<file path="config.mk">
export PLATFORM = sky130hd
export DESIGN_NAME = systolic_skew_feeder
export DESIGN_NICKNAME = d
export VERILOG_FILES = /design/src/rtl/systolic_skew_feeder.sv
export SDC_FILE = /design/constraint.sdc
export NUM_CORES = 2
export LEC_CHECK = 0
export CORE_UTILIZATION = 35
export CTS_CLUSTER_DIAMETER = 30
export DETAILED_ROUTE_END_ITERATION = 16
export PLACE_DENSITY_LB_ADDON = 0.08
export SKIP_LAST_GASP = 1
export SLEW_MARGIN = 0
export SYNTH_ARGS = -nofsm -noshare
export SYNTH_HDL_FRONTEND = slang
export SYNTH_SLANG_ARGS = --single-unit
</file>
<file path="constraint.sdc">
create_clock -name clock -period 2.1 [get_ports clock]
set_input_delay 0.525 -clock clock [delete_from_list [all_inputs] [get_ports clock]]
set_output_delay 0.525 -clock clock [all_outputs]
set_load 0.05 [all_outputs]
</file>
<file path="src/rtl/systolic_skew_feeder.sv">
// Skews one matrix row per beat into a diagonal wavefront for the MAC array edge.
// Per-lane valids, selectable skew direction, tile drain with out_last.
module systolic_skew_feeder #(
    parameter int unsigned DATA_SIZE = 8,
    parameter int unsigned MAC_WIDTH = 16,
    parameter int unsigned CNT_W     = 16
) (
    input  logic                           clock,
    input  logic                           reset,
    input  logic [DATA_SIZE*MAC_WIDTH-1:0] in_data,
    input  logic                           in_valid,
    input  logic                           in_last,
    input  logic                           skew_rev,
    output logic                           in_ready,
    output logic [DATA_SIZE*MAC_WIDTH-1:0] out_data,
    output logic [MAC_WIDTH-1:0]           out_valid,
    input  logic                           out_ready,
    output logic                           out_last,
    output logic                           busy,
    output logic [CNT_W-1:0]               row_count
);

    localparam int unsigned ROW_W = DATA_SIZE * MAC_WIDTH;
    localparam int unsigned DC_W  = (MAC_WIDTH > 1) ? $clog2(MAC_WIDTH) : 1;

    typedef enum logic [1:0] {
        IDLE  = 2'd0,
        FILL  = 2'd1,
        DRAIN = 2'd2
    } state_t;

    state_t                 state_q, state_n;
    logic                   dir_q, dir_n;
    logic [DC_W-1:0]        drain_cnt_q, drain_cnt_n;
    logic [CNT_W-1:0]       row_count_q, row_count_n;
    logic                   out_last_q, out_last_n;
    logic [ROW_W-1:0]       out_data_q, out_data_n;
    logic [MAC_WIDTH-1:0]   out_valid_q, out_valid_n;

    logic [DATA_SIZE-1:0]   stg_d_q [MAC_WIDTH][MAC_WIDTH];
    logic [DATA_SIZE-1:0]   stg_d_n [MAC_WIDTH][MAC_WIDTH];
    logic                   stg_v_q [MAC_WIDTH][MAC_WIDTH];
    logic                   stg_v_n [MAC_WIDTH][MAC_WIDTH];

    logic                   adv;
    logic                   accept;
    logic                   dir_eff;
    logic                   clear_chain;

    assign adv      = out_ready;
    assign in_ready = out_ready & reset & ((state_q == IDLE) | (state_q == FILL));
    assign accept   = in_valid & in_ready;
    // A tile's direction is taken live on its first accept, then held.
    assign dir_eff  = (state_q == IDLE) ? skew_rev : dir_q;

    // Tile FSM: next state, counters and out_last
    always_comb begin
        state_n     = state_q;
        dir_n       = dir_q;
        drain_cnt_n = drain_cnt_q;
        row_count_n = row_count_q;
        clear_chain = 1'b0;
        case (state_q)
            IDLE: begin
                if (accept) begin
                    dir_n       = skew_rev;
                    row_count_n = CNT_W'(1);
                    drain_cnt_n = '0;
                    state_n     = in_last ? DRAIN : FILL;
                end
            end
            FILL: begin
                if (accept) begin
                    if (row_count_q != {CNT_W{1'b1}}) begin
                        row_count_n = row_count_q + CNT_W'(1);
                    end
                    if (in_last) begin
                        drain_cnt_n = '0;
                        state_n     = DRAIN;
                    end
                end
            end
            DRAIN: begin
                if (adv) begin
                    if (drain_cnt_q == DC_W'(MAC_WIDTH - 1)) begin
                        state_n     = IDLE;
                        row_count_n = '0;
                        clear_chain = 1'b1;
                    end else begin
                        drain_cnt_n = drain_cnt_q + DC_W'(1);
                    end
                end
            end
            default: state_n = IDLE;
        endcase
        out_last_n = (state_n == DRAIN) && (drain_cnt_n == DC_W'(MAC_WIDTH - 1));
    end

    always_ff @(posedge clock or negedge reset) begin
        if (!reset) begin
            state_q     <= IDLE;
            dir_q       <= 1'b0;
            drain_cnt_q <= '0;
            row_count_q <= '0;
            out_last_q  <= 1'b0;
        end else begin
            state_q     <= state_n;
            dir_q       <= dir_n;
            drain_cnt_q <= drain_cnt_n;
            row_count_q <= row_count_n;
            out_last_q  <= out_last_n;
        end
    end

    // Lane chains; the output register captures the tap the chain will hold after this edge.
    // Once a tile has drained everything left in the chains is already emitted, so it is
    // flushed to keep a direction change from replaying stale elements.
    always_comb begin
        out_data_n  = '0;
        out_valid_n = '0;
        for (int i = 0; i < int'(MAC_WIDTH); i++) begin
            stg_d_n[i][0] = accept ? in_data[i*DATA_SIZE +: DATA_SIZE] : '0;
            stg_v_n[i][0] = accept;
            for (int k = 1; k < int'(MAC_WIDTH); k++) begin
                stg_d_n[i][k] = stg_d_q[i][k-1];
                stg_v_n[i][k] = stg_v_q[i][k-1];
            end
            out_data_n[i*DATA_SIZE +: DATA_SIZE] =
                stg_d_n[i][dir_eff ? (int'(MAC_WIDTH) - 1 - i) : i];
            out_valid_n[i] = stg_v_n[i][dir_eff ? (int'(MAC_WIDTH) - 1 - i) : i];
            if (clear_chain) begin
                for (int k = 0; k < int'(MAC_WIDTH); k++) begin
                    stg_d_n[i][k] = '0;
                    stg_v_n[i][k] = 1'b0;
                end
            end
        end
    end

    always_ff @(posedge clock or negedge reset) begin
        if (!reset) begin
            for (int i = 0; i < int'(MAC_WIDTH); i++) begin
                for (int k = 0; k < int'(MAC_WIDTH); k++) begin
                    stg_d_q[i][k] <= '0;
                    stg_v_q[i][k] <= 1'b0;
                end
            end
            out_data_q  <= '0;
            out_valid_q <= '0;
        end else if (adv) begin
            for (int i = 0; i < int'(MAC_WIDTH); i++) begin
                for (int k = 0; k < int'(MAC_WIDTH); k++) begin
                    stg_d_q[i][k] <= stg_d_n[i][k];
                    stg_v_q[i][k] <= stg_v_n[i][k];
                end
            end
            out_data_q  <= out_data_n;
            out_valid_q <= out_valid_n;
        end
    end

    assign out_data  = out_data_q;
    assign out_valid = out_valid_q;
    assign out_last  = out_last_q;
    assign busy      = (state_q != IDLE);
    assign row_count = row_count_q;

endmodule

</file>
Yosys cells after proc, flatten, opt, wreduce, memory -nomap -nowiden. Index checks and enable logic that the tools add are counted.

Muxes and demuxes: 183. Equal/unequal tests: 11. Reduce and logical (&&, ||, !) cells: 6. $add $sub $neg: 2. Bitwise operators: 20. Order comparisons: 16.

Operators with widths (number): $mux 128 (16); $bmux 8 s4 (16); $ge 32x5->1 const B (16); $not 4->32 (16); $mux 8 (48); $mux 16 (21); $mux 4 (21); $bmux 1 s4 (16); $pmux 16 s3 (1); $mux 1 (36); $add 16x1->16 const B (1); $ne 16x16->1 const B (1); $mux 2 (6); $pmux 4 s3 (1); $eq 4x4->1 const B (2); $ne 2x2->1 const B (4); $pmux 2 s3 (1); $reduce_and 6->1 (1); $add 4x1->4 const B (1); $eq 2x2->1 const B (2); $and 1x1->1 (3); $reduce_bool 3->1 (1); $eq 2x1->1 const B (1); $logic_not 2->1 (1); 5 further kinds (5).

Logic and storage cells: 725. Flip-flop bits (word level): 2328. Output and inout port bits: 163. Input port bits: 134.

Longest topological paths before layout.
Depth in word-level cells: 8. Gate-level depth with buffers: 10. Gate-level depth less buffers: 7.

Worst setup path after synthesis. Ideal clock, no wire load.

Path type: input port to output port. Start: input port out_ready. End: output port in_ready. Stages on the path: 5. Path slack: -0.406 ns. Path buffers: 4. Required time: 1.575 ns. Data arrival time: 1.981 ns. Path through: buf_4 clkbuf_1 clkbuf_1 clkbuf_1 and3_1.

Word-level cells in the longest chain between the ends: 2.

Ends and longest elaborated chain: start: declaration (line 17) `input logic out_ready,`; $and 1x1->1 (2 in a row) (line 51) `assign in_ready = out_ready & reset & ((state_q == IDLE) | (state_q == FILL));`; end: declaration (line 14) `output logic in_ready,`.

No other way between the ends.

Worst setup path in the final report.
Start: register state_q[0]. End: output port in_ready.

Word-level cells in the longest chain between the ends: 3. Elaborated cells between the ends (all ways): 4. Those cells by class: 1 x eq/ne; 2 x bitwise; 1 x reduce/logical.

Ends and longest elaborated chain: start: declaration (line 32) `state_t state_q, state_n;`; start signal: assignment (line 107) `state_q <= state_n;`; $eq 2x1->1 or $logic_not 2->1 (tied branches) (line 51); $or 1x1->1 (*) (line 51); $and 1x1->1 (*) (line 51).

Mark *: on every way between the ends. The rest lies on a longest branch, timed or not.

==> impl_metrics.env <==
export IMPL_status="complete, but fails checks"
export IMPL_failed_checks="setup timing"
export IMPL_synth_most_common_cell="dfrtp_1"
export IMPL_synth_top_area_cell="dfrtp_1"
export IMPL_gr_total_overflow=0
export IMPL_synthesis_nets=4458
export IMPL_power_share_combinational=0.117
export IMPL_tns_ns=-1.039
export IMPL_routed_via_density=5.107
export IMPL_setup_ws_ns=-0.5184
export IMPL_cts_tree="built"
export IMPL_grt_pass1_wl_um=231700
export IMPL_synth_area_top_cells="dfrtp_1 69%, a22o_1 22%, clkbuf_1 1.8%"
export IMPL_clock_latency_ns=0.92
export IMPL_io_pins=297
export IMPL_dr_wl_met2_um=67530
export IMPL_worst_pin_slew_ns=0.7784
export IMPL_p_leak_nw=39.08
export IMPL_route_final_wire_length_um=146100
export IMPL_ir_drop_mv=0.7179
export IMPL_core_area_mm2=0.1697
export IMPL_cts_inserted_buffers=415
export IMPL_drtAntennaViolNets=0
export IMPL_synth_common_cells="1655 x dfrtp_1, 1487 x a22o_1, 287 x clkbuf_1"
export IMPL_wl_met3_um=4914
export IMPL_critPathLaunchType="register"
export IMPL_worstSetupEndpointType="primary output"
export IMPL_placed_area_mm2=0.06646
export IMPL_worst_path_max_fanout=3
export IMPL_ys_seq_area_frac=0.6921
export IMPL_first_pass_iters=5
export IMPL_finalPower_mw=118.6
export IMPL_p_per_area_mw_per_mm2=1437
export IMPL_crit_buf_inv=1
export IMPL_critPathArrivalTime_ns=2.09
export IMPL_synth_seq_cells=1655
export IMPL_cap_violations=0
export IMPL_critical_path_top_delay_family="flip-flops"
export IMPL_cp_cell_sequence="ha_4 -> or2_4 -> and3_4 -> buf_12"
export IMPL_critPathMaxStageDelay_ns=0.43
export IMPL_finalCritPeriodShare=1.247
export IMPL_area_growth_syn_to_layout_pct=37.99
export IMPL_crit_slowest_cell="dfrtp_2"
export IMPL_avgSynthCellArea_um2=13.86
export IMPL_p_sw_frac=0.2456
export IMPL_die_area_mm2=0.1726
export IMPL_m1WireLength_um=69410
export IMPL_netlist_area_mm2=0.05984
export IMPL_die_y_um=415.5
export IMPL_holdPathEnd="out_data[63]"
export IMPL_fp_row_count=151
export IMPL_hold_depth=3
export IMPL_setup_violations_final=10
export IMPL_cts_reportedPaths_clkPinSlew_ns=0.04
export IMPL_die_w_um=415.5
export IMPL_finalHoldViolations=0
export IMPL_htreeDepth=5
export IMPL_grt_usage=0.1653
export IMPL_regToRegEndpoint="row_count[3]"
export IMPL_synth_cell_types=51
export IMPL_fin_area_mm2=0.08258
export IMPL_gp_congestion=0.7477
export IMPL_port_buffer_count=296
export IMPL_first_global_vias=39897
export IMPL_rsz0062_at_grt="true"
export IMPL_synthCells=4318
export IMPL_nets=5018
export IMPL_top_layer="met4"
export IMPL_drt_iter0_drc=2545
export IMPL_max_freq_ghz=0.3819
export IMPL_root_buffer="clkbuf_16"
export IMPL_synthFlopType="dfrtp_1"
export IMPL_synth_edf_count=0
export IMPL_p_int_mw=89.50
export IMPL_start_util=0.3527
export IMPL_yosys_warnings=0
export IMPL_min_path_type="in2reg"
export IMPL_drc=0
export IMPL_drv_slew=0
export IMPL_r2r_cells=11
export IMPL_drive_above_1_share=0.2380
export IMPL_synth_top_area_frac=0.6921
export IMPL_vias=37941
export IMPL_routedWlPerCell_um=19.66
export IMPL_place_hpwl_um=81770
export IMPL_r2r_start="state_q[1]"
export IMPL_fin_skew_ns=0.04186
export IMPL_min_from="out_ready"
export IMPL_antenna_found_initial=1
export IMPL_cts_buffer_depth=4
export IMPL_clkPwrFrac=0.549
export IMPL_p_sw_mw=29.14
export IMPL_grt_max_degree=142
export IMPL_p_seq_frac=0.334
export IMPL_slew_headroom=0.4811
export IMPL_fin_crit_ns=2.618
export IMPL_cts_sinks=1655
export IMPL_rrSetupSlack_ns=-0.05
export IMPL_synthArstFlopShare=1.000
export IMPL_setup_worst_path_class="reg2out"
export IMPL_fin_util=0.4867
export IMPL_cp_required_ns=1.57
==> repair_timing <==
| item | 4_1_cts | 5_1_grt |
|---|---|---|
| hold buffers | 2 | 0 |
| endpoints found under the hold margin | 353 | 0 |
| setup buffers | 32 | 31 |
| cloned | 0 | 18 |
| resized for setup | 559 | 59 |
| setup endpoints to repair | 151 | 1424 |
| pin swaps | 5 | 28 |
==> cell type report <==
| cell class | count | area [µm²] |
|---|---|---|
| Sequential cell | 1655 | 41470 |
| Multi-Input combinational cell | 2205 | 16700 |
| Clock buffer | 544 | 11810 |
| Timing Repair Buffer | 592 | 7046 |
| Antenna cell | 1 | 2.502 |
| Fill cell | 14775 | 87080 |
| Tap cell | 2218 | 2775 |
| Inverter | 9 | 46.29 |
| Clock inverter | 205 | 2725 |
==> through the flow <==
| step | setup WS, ns | hold slack, ns | cells |
|---|---|---|---|
| after floorplan | -0.1385 | 0.2294 | 4318 |
| after global placement | -0.3201 | 0.4731 | 6605 |
| after detailed placement | -0.2560 | 0.4749 | 6605 |
| after CTS | -0.6400 | 0.06512 | 7384 |
| after global routing | -0.6094 | 0.09868 | 7428 |
| final | -0.5184 | 0.1574 | 7429 |
==> power groups by stage <==
stage	sequential, mW	combinational, mW	clock (mW)
after floorplan	40.5	6.35	0
after global placement	40.0	12.7	0
after detailed placement	40.0	12.8	0
after CTS	39.7	13.2	66.5
after global routing	40.2	15.1	68.3
final	39.6	13.9	65.1
==> how the worst max path moves through the flow <==
stage	slack, ns	from	cells past startpoint	endpoint
finish	-0.52	state_q[0]	4	in_ready
global route	-0.61	state_q[0]	5	in_ready
CTS	-0.64	state_q[0]	5	in_ready
detailed placement	-0.26	in_valid	6	row_count[9]
global placement	-0.32	in_valid	6	row_count[9]
floorplan	-0.14	out_ready	5	in_ready
==> per-layer routing <==
layer,vias up,track usage
met2,652,0.2467
met1,19351,0.2333
met4,0,0.06981
met5,-,0
li1,17642,-
met3,296,0.03398
==> flip-flops by register name, summed over array words and instances, names as in the netlist <==
signal / flops
dir_q: 1
row_count: 16
stg_d_q: 1472
stg_v_q: 15
out_data: 128
out_valid: 16
out_last: 1
drain_cnt_q: 4
state_q: 2
==> worst register-to-register path, delay by kind of cell (launching register included) <==
| family | cells | cell delay [ns] |
|---|---|---|
| adder cells (fa/ha/maj) | 1 | 0.15 |
| XOR/XNOR | 1 | 0.16 |
| flip-flops | 1 | 0.38 |
| buffers and inverters | 5 | 0.59 |
| AND/OR/NAND/NOR | 4 | 0.77 |
==> cells in the final DEF (no fill, tap or decap), types with 45 or more instances in the layout <==
cell type | netlist | routed
buf_4 | 1 | 196
clkdlybuf4s50_1 | 0 | 131
nor2_1 | 164 | 162
clkinvlp_4 | 0 | 52
clkbuf_1 | 287 | 45
dfrtp_1 | 1655 | 1611
bufinv_16 | 0 | 60
a22o_1 | 1487 | 1487
nand2_1 | 283 | 281
buf_6 | 1 | 125
buf_12 | 0 | 95
clkbuf_16 | 0 | 441
clkinv_2 | 0 | 77
clkbuf_8 | 0 | 75
a31oi_1 | 144 | 144
==> cell families after synthesis <==
group,count (synthesis),synth area share
mux,3,0.0005227
compound gates,1675,0.2380
buf+inv,458,0.03209
simple gates,513,0.03492
xor+xnor,8,0.001171
fa+ha+maj,6,0.001254
flops,1655,0.6921
Power figures use the tool's default switching activity.
